--- config.mk ---
export PLATFORM = sky130hd
export DESIGN_NAME = seq_tx
export DESIGN_NICKNAME = d
export VERILOG_FILES = /design/src/rtl/seq_pkg.sv /design/src/rtl/piso_shreg.sv /design/src/rtl/seq_tx.sv
export SDC_FILE = /design/constraint.sdc
export NUM_CORES = 1
export LEC_CHECK = 0
export BUFFER_PORTS_ARGS = -buffer_cell sky130_fd_sc_hd__buf_2
export CAP_MARGIN = 20
export CORE_MARGIN = 5
export CORE_UTILIZATION = 55
export DETAILED_ROUTE_END_ITERATION = 10
export PLACE_DENSITY = 0.79
export RECOVER_POWER = 25
export SYNTH_ARGS = -nofsm -noshare
export SYNTH_HDL_FRONTEND = slang
export SYNTH_SLANG_ARGS = --single-unit
export TNS_END_PERCENT = 5
--- constraint.sdc ---
create_clock -name clk -period 4.3 [get_ports clk]
set_clock_uncertainty 0.2 [all_clocks]
set_input_delay 0.86 -clock clk [delete_from_list [all_inputs] [get_ports clk]]
set_output_delay 0.86 -clock clk [all_outputs]
set_load 0.01 [all_outputs]
--- src/rtl/seq_pkg.sv ---
// Shared definitions for the serial frame transmitter: state encoding,
// default frame header and the bit-counter sizing helper.
package seq_pkg;

    typedef logic [1:0] state_t;

    localparam state_t ST_IDLE = 2'd0;
    localparam state_t ST_PRE  = 2'd1;
    localparam state_t ST_DATA = 2'd2;
    localparam state_t ST_GAP  = 2'd3;

    localparam logic [3:0] PREAMBLE_DEFAULT = 4'b1010;
    localparam int         PRE_LEN          = 4;

    function automatic int max3(input int a, input int b, input int c);
        int m;
        m = a;
        if (b > m) begin
            m = b;
        end else begin
            m = m;
        end
        if (c > m) begin
            m = c;
        end else begin
            m = m;
        end
        return m;
    endfunction

    // One spare bit over the longest phase so terminal compares never wrap.
    function automatic int cnt_width(input int data_w, input int gap_cycles);
        return $clog2(max3(PRE_LEN, data_w, gap_cycles)) + 1;
    endfunction

endpackage

--- src/rtl/piso_shreg.sv ---
// Parallel-load, MSB-first shift register; dout is the registered bit on the
// line, the remaining bits queue behind it and zeros fill from the bottom.
module piso_shreg #(
    parameter int WIDTH = 12
) (
    input  logic             clk,
    input  logic             rst,
    input  logic             load,
    input  logic             shift,
    input  logic [WIDTH-1:0] din,
    output logic             dout
);

    logic [WIDTH-1:0] shreg_r;
    logic             bit_r;

    // Load puts the MSB straight on the line; idle cycles clear to keep the line at 0.
    always_ff @(posedge clk or negedge rst) begin
        if (!rst) begin
            shreg_r <= {WIDTH{1'b0}};
            bit_r   <= 1'b0;
        end else if (load) begin
            bit_r   <= din[WIDTH-1];
            shreg_r <= {din[WIDTH-2:0], 1'b0};
        end else if (shift) begin
            bit_r   <= shreg_r[WIDTH-1];
            shreg_r <= {shreg_r[WIDTH-2:0], 1'b0};
        end else begin
            shreg_r <= {WIDTH{1'b0}};
            bit_r   <= 1'b0;
        end
    end

    assign dout = bit_r;

endmodule

--- src/rtl/seq_tx.sv ---
// Serial frame transmitter: preamble then payload, MSB first, followed by an
// idle gap; abortable mid-frame, all outputs derived from registers.
module seq_tx
    import seq_pkg::*;
#(
    parameter int         DATA_W     = 8,
    parameter logic [3:0] PREAMBLE   = PREAMBLE_DEFAULT,
    parameter int         GAP_CYCLES = 2
) (
    input  logic              clk,
    input  logic              rst,
    input  logic              valid,
    input  logic [DATA_W-1:0] data,
    input  logic              abort,
    output logic              ready,
    output logic              sdo,
    output logic              sdo_valid,
    output logic              busy,
    output logic              done
);

    localparam int FRAME_W = PRE_LEN + DATA_W;
    localparam int CNT_W   = cnt_width(DATA_W, GAP_CYCLES);

    localparam logic [CNT_W-1:0] PRE_LAST  = CNT_W'(PRE_LEN - 1);
    localparam logic [CNT_W-1:0] DATA_LAST = CNT_W'(DATA_W - 1);
    localparam logic [CNT_W-1:0] GAP_LAST  = CNT_W'((GAP_CYCLES > 0) ? (GAP_CYCLES - 1) : 0);
    localparam state_t           DATA_EXIT = (GAP_CYCLES == 0) ? ST_IDLE : ST_GAP;

    state_t             state_r;
    state_t             next_state_s;
    logic [CNT_W-1:0]   cnt_r;
    logic               load_s;
    logic               shift_s;
    logic               sdo_valid_nxt_s;
    logic               done_nxt_s;
    logic               sdo_valid_r;
    logic               done_r;
    logic               sdo_s;
    logic [FRAME_W-1:0] frame_s;

    assign frame_s = {PREAMBLE, data};

    // State register.
    always_ff @(posedge clk or negedge rst) begin
        if (!rst) begin
            state_r <= ST_IDLE;
        end else begin
            state_r <= next_state_s;
        end
    end

    // Per-phase bit counter, restarted on every state change.
    always_ff @(posedge clk or negedge rst) begin
        if (!rst) begin
            cnt_r <= {CNT_W{1'b0}};
        end else if (next_state_s != state_r) begin
            cnt_r <= {CNT_W{1'b0}};
        end else if (state_r == ST_IDLE) begin
            cnt_r <= {CNT_W{1'b0}};
        end else begin
            cnt_r <= cnt_r + CNT_W'(1);
        end
    end

    // Next-state logic; abort only matters while a frame is on the line.
    always_comb begin
        next_state_s = state_r;
        case (state_r)
            ST_IDLE: begin
                if (valid) begin
                    next_state_s = ST_PRE;
                end else begin
                    next_state_s = ST_IDLE;
                end
            end
            ST_PRE: begin
                if (abort) begin
                    next_state_s = ST_IDLE;
                end else if (cnt_r == PRE_LAST) begin
                    next_state_s = ST_DATA;
                end else begin
                    next_state_s = ST_PRE;
                end
            end
            ST_DATA: begin
                if (abort) begin
                    next_state_s = ST_IDLE;
                end else if (cnt_r == DATA_LAST) begin
                    next_state_s = DATA_EXIT;
                end else begin
                    next_state_s = ST_DATA;
                end
            end
            ST_GAP: begin
                if (cnt_r == GAP_LAST) begin
                    next_state_s = ST_IDLE;
                end else begin
                    next_state_s = ST_GAP;
                end
            end
            default: begin
                next_state_s = ST_IDLE;
            end
        endcase
    end

    // Shifter control and next values of the registered outputs.
    always_comb begin
        load_s          = 1'b0;
        shift_s         = 1'b0;
        sdo_valid_nxt_s = 1'b0;
        done_nxt_s      = 1'b0;
        case (state_r)
            ST_IDLE: begin
                load_s          = valid;
                sdo_valid_nxt_s = valid;
            end
            ST_PRE: begin
                if (abort) begin
                    shift_s         = 1'b0;
                    sdo_valid_nxt_s = 1'b0;
                end else begin
                    shift_s         = 1'b1;
                    sdo_valid_nxt_s = 1'b1;
                end
            end
            ST_DATA: begin
                if (abort) begin
                    shift_s         = 1'b0;
                    sdo_valid_nxt_s = 1'b0;
                end else if (cnt_r == DATA_LAST) begin
                    done_nxt_s      = 1'b1;
                end else begin
                    shift_s         = 1'b1;
                    sdo_valid_nxt_s = 1'b1;
                end
            end
            ST_GAP: begin
                load_s          = 1'b0;
                sdo_valid_nxt_s = 1'b0;
            end
            default: begin
                load_s          = 1'b0;
                shift_s         = 1'b0;
            end
        endcase
    end

    // Registered qualifier and completion pulse.
    always_ff @(posedge clk or negedge rst) begin
        if (!rst) begin
            sdo_valid_r <= 1'b0;
            done_r      <= 1'b0;
        end else begin
            sdo_valid_r <= sdo_valid_nxt_s;
            done_r      <= done_nxt_s;
        end
    end

    piso_shreg #(
        .WIDTH (FRAME_W)
    ) u_shreg (
        .clk   (clk),
        .rst   (rst),
        .load  (load_s),
        .shift (shift_s),
        .din   (frame_s),
        .dout  (sdo_s)
    );

    assign ready     = (state_r == ST_IDLE);
    assign busy      = (state_r != ST_IDLE);
    assign sdo       = sdo_s;
    assign sdo_valid = sdo_valid_r;
    assign done      = done_r;

endmodule

==> metrics.md <==
| Metric | Value |
|---|---|
| Share of synthesized area occupied by flip-flops and latches | `0.5435` |
| Crit path capture type | `output port` |
| Routability cong. | `0.7878` |
| Unique cell type count in the Yosys netlist | `27` |
| Remaining max-slew budget at the tightest pin | `0.3304` |
| Synthesized netlist cell count | `75` |
| Yosys top cell area share | `0.5435` |
| Core region area | `1541 sq um` |
| Fmax achieved | `0.3738 GHz` |
| CTS sink count | `20` |
| Largest vdd supply drop | `0.2573 mV` |
| Cell count after placement | `104` |
| Violation count after the first detailed-route iteration | `16` |
| Via count | `around 620` |
| Port buffer count | `16` |
| Required time worst endpoint | `3240 ps` |
| Commonest non-fill, non-tap cell in the layout | `dfrtp_1` |
| Final period demand of the worst path | `2675 ps` |
| Fin crit share | `0.6222` |
| Average footprint of a synthesized cell | `about 12 sq um` |
| Cell accounting for the most synthesized area | `dfrtp_1` |
| Via-to-Cell Ratio | `5.759` |
| Clock latency of the later-clocked register in the worst-skew pair | `300 ps` |
| Effective utilization at floorplan | `0.5974` |
| Setup Viol. Count Final | `0` |
| Signal arrival time at the worst endpoint | `1620 ps` |
| DIE AREA | `2593 sq um` |
| PwrDens | `~360 nW/um^2` |
| Class of the tightest hold or removal check | `flop to flop` |
| Cell types occupying the most area after synthesis | `dfrtp_1 (54%), ha_1 (8.2%), a22o_1 (6.7%), nor4_1 (2.7%), nand2_1 (2.4%)` |
| Max Slew Vio Count | `0` |
| Unrepaired setup endpoints after global routing | `no` |
| Setup TNS after final layout | `0 ps` |
| Fraction of the core area covered by cells at the end of the flow | `0.6713` |
| Max-cap violations | `0` |
| CTS Root Cell | `clkbuf_4` |
| Post-cts sizing count | `0` |
| DR DRC count | `0` |
| Total wire length | `about 1600 um` |
| Area used by sequential logic in the layout | `500.5 sq um` |
| Hold buffer count at CTS | `0` |
| Setup Fix Bufs, Post-CTS | `0` |
| Hold slack final | `260.4 ps` |
| Vias in the first global route | `605` |
| First-pass GRT wire length | `2746 um` |
| Top library cells by usage in the layout, fill and taps aside | `dfrtp_1 (20), buf_2 (15), a22o_1 (7)` |
| Crit Path Category | `flop to output port` |
| Horizontal extent of the die | `50.92 um` |
| Cell type of the slowest stage on the worst timing path | `dfrtp_1` |
| Synthesized area | `920.9 sq um` |
| Final Instance Count excl. Fillers | `108` |
| CTS Buf Count | `3` |
| Yosys warning total | `0` |
| Total area of multi-input combinational cells | `366.6 sq um` |
| Filler Cell Count | `129` |
| Half-perimeter wire length after detailed placement | `roughly 1300 um` |
| Detail-routed net length per standard cell | `14.76 um` |
| Max Fanout on Critical Path | `12` |
| Total inserted antenna cells | `0` |
| Number of buffers on the longest clock path | `2` |
| Synthesis-to-finish area growth | `12.36%` |
| H-tree Lvls | `1` |
| Syn_nets | `93` |
| Startpoint type of the worst setup path | `flop` |
| Worst-path cell chain | `bufinv_8, ha_1, inv_1, buf_2` |
| Longest individual stage delay on the worst path | `410 ps` |
| Number of optimization iterations in the first detailed-route pass | `4` |
| Standard-cell rows | `14` |
| I/O Pins | `17` |
| Outcome | `finished clean` |
| Die boundary height | `50.92 um` |
| TritonCTS clock tree | `done` |
| Slew of the pin with the lowest slew margin | `1004 ps` |
| Antenna violations before repair | `0` |
| Maximum number of pins on one net before global-route repair | `21` |
| Static Leakage | `0.0005264 uW` |
| Final net count | `111` |
| Share of cells above drive strength 1 | `0.2500` |
| Register bit count reported by yosys | `20` |
| Total overflow reported by the global router | `0` |
| GRT Total Usage | `0.1409` |
| Final Hold Violating Endpoints | `0` |
| Clock input transition at the sequential cells of the worst setup and hold paths | `100 ps` |
| DRT antenna net count | `0` |
[final timing paths]
| check | from | end | slack, ps | cells past startpoint |
|---|---|---|---|---|
| max | state_r[0] | busy | 1620 | 4 |
| min | u_shreg.shreg_r[9] | u_shreg.shreg_r[10] | 260 | 2 |
| max reg2reg | state_r[0] | cnt_r[2] | 1840 | 7 |
| min reg2reg | u_shreg.shreg_r[9] | u_shreg.shreg_r[10] | 260 | 2 |
| max in group asynchronous | rst | u_shreg.shreg_r[3] | 2800 | 1 |
| min in group asynchronous | rst | u_shreg.shreg_r[8] | 500 | 1 |
[logic make-up (layout without fill, tap and decap cells)]
group / Yosys count / after routing / synth area share
and+or+nand+nor: 24 / 24 / 0.1468
adders and majority gates: 6 / 6 / 0.08152
xor gates and xnor gates: 4 / 4 / 0.04621
AOI/OAI and AO/OA: 13 / 13 / 0.1236
buffers and inverters: 8 / 25 / 0.05842
DFF: 20 / 20 / 0.5435
[layer usage]
layer	routed length (um)	track usage	up-vias	part of all wire
met5	0	0	-	0
met3	83	0.03488	5	0.052
met2	700	0.2128	16	0.44
li1	-	-	302	-
met1	783	0.1959	299	0.49
met4	27	0.05106	0	0.017
[sequential cells by signal, summed over array words and instances (netlist names)]
name             cells
cnt_r                4
sdo_valid            1
done                 1
u_shreg.dout         1
state_r              2
u_shreg.shreg_r     11
[worst max-delay path: cells and delay by family, from the launching register on]
kind / cells / cell delay [ps]
fa+ha+maj: 1 / 390
flops: 1 / 410
buf+inv: 3 / 520
[cells in the mapped netlist, drive strengths merged]
cell     count
xor2         1
a21oi        1
nand3b       1
and3         3
xnor2        3
and2         2
nor4         4
dfrtp       20
bufinv       1
nand4b       1
a31oi        1
nand3        2
nand2        6
nor3b        1
inv          4
a22o         7
a2111oi      1
ha           6
or3b         1
o31ai        1
a31o         1
nand2b       1
buf          3
a211o        1
nor2         2
[where the power goes]
group	internal [uW]	leakage, uW	total (uW)	switching [uW]
Combinational	29.8	0.000238	64.4	34.6
Clock	51.6	0.0000210	105	52.9
Sequential	201	0.000267	207	5.93
[through the flow]
step / total power [uW] / worst slack, ps / cell area [sq um]
after floorplan: 255.0 / 2052 / 920.9
after global placement: 273.3 / 1879 / 999.7
after detailed placement: 275.0 / 1852 / 999.7
after CTS: 378.6 / 1636 / 1036
after global routing: 398.2 / 1517 / 1035
final: 375.4 / 1625 / 1035
[layout make-up]
cell class	instances	share of cell area
repair buffers	16	0.07618
clock buffers	4	0.03507
well taps	16	0.01935
inverters	5	0.03144
flip-flops and latches	20	0.4837
multi-input cells	47	0.3543
Power figures use the tool's default switching activity.
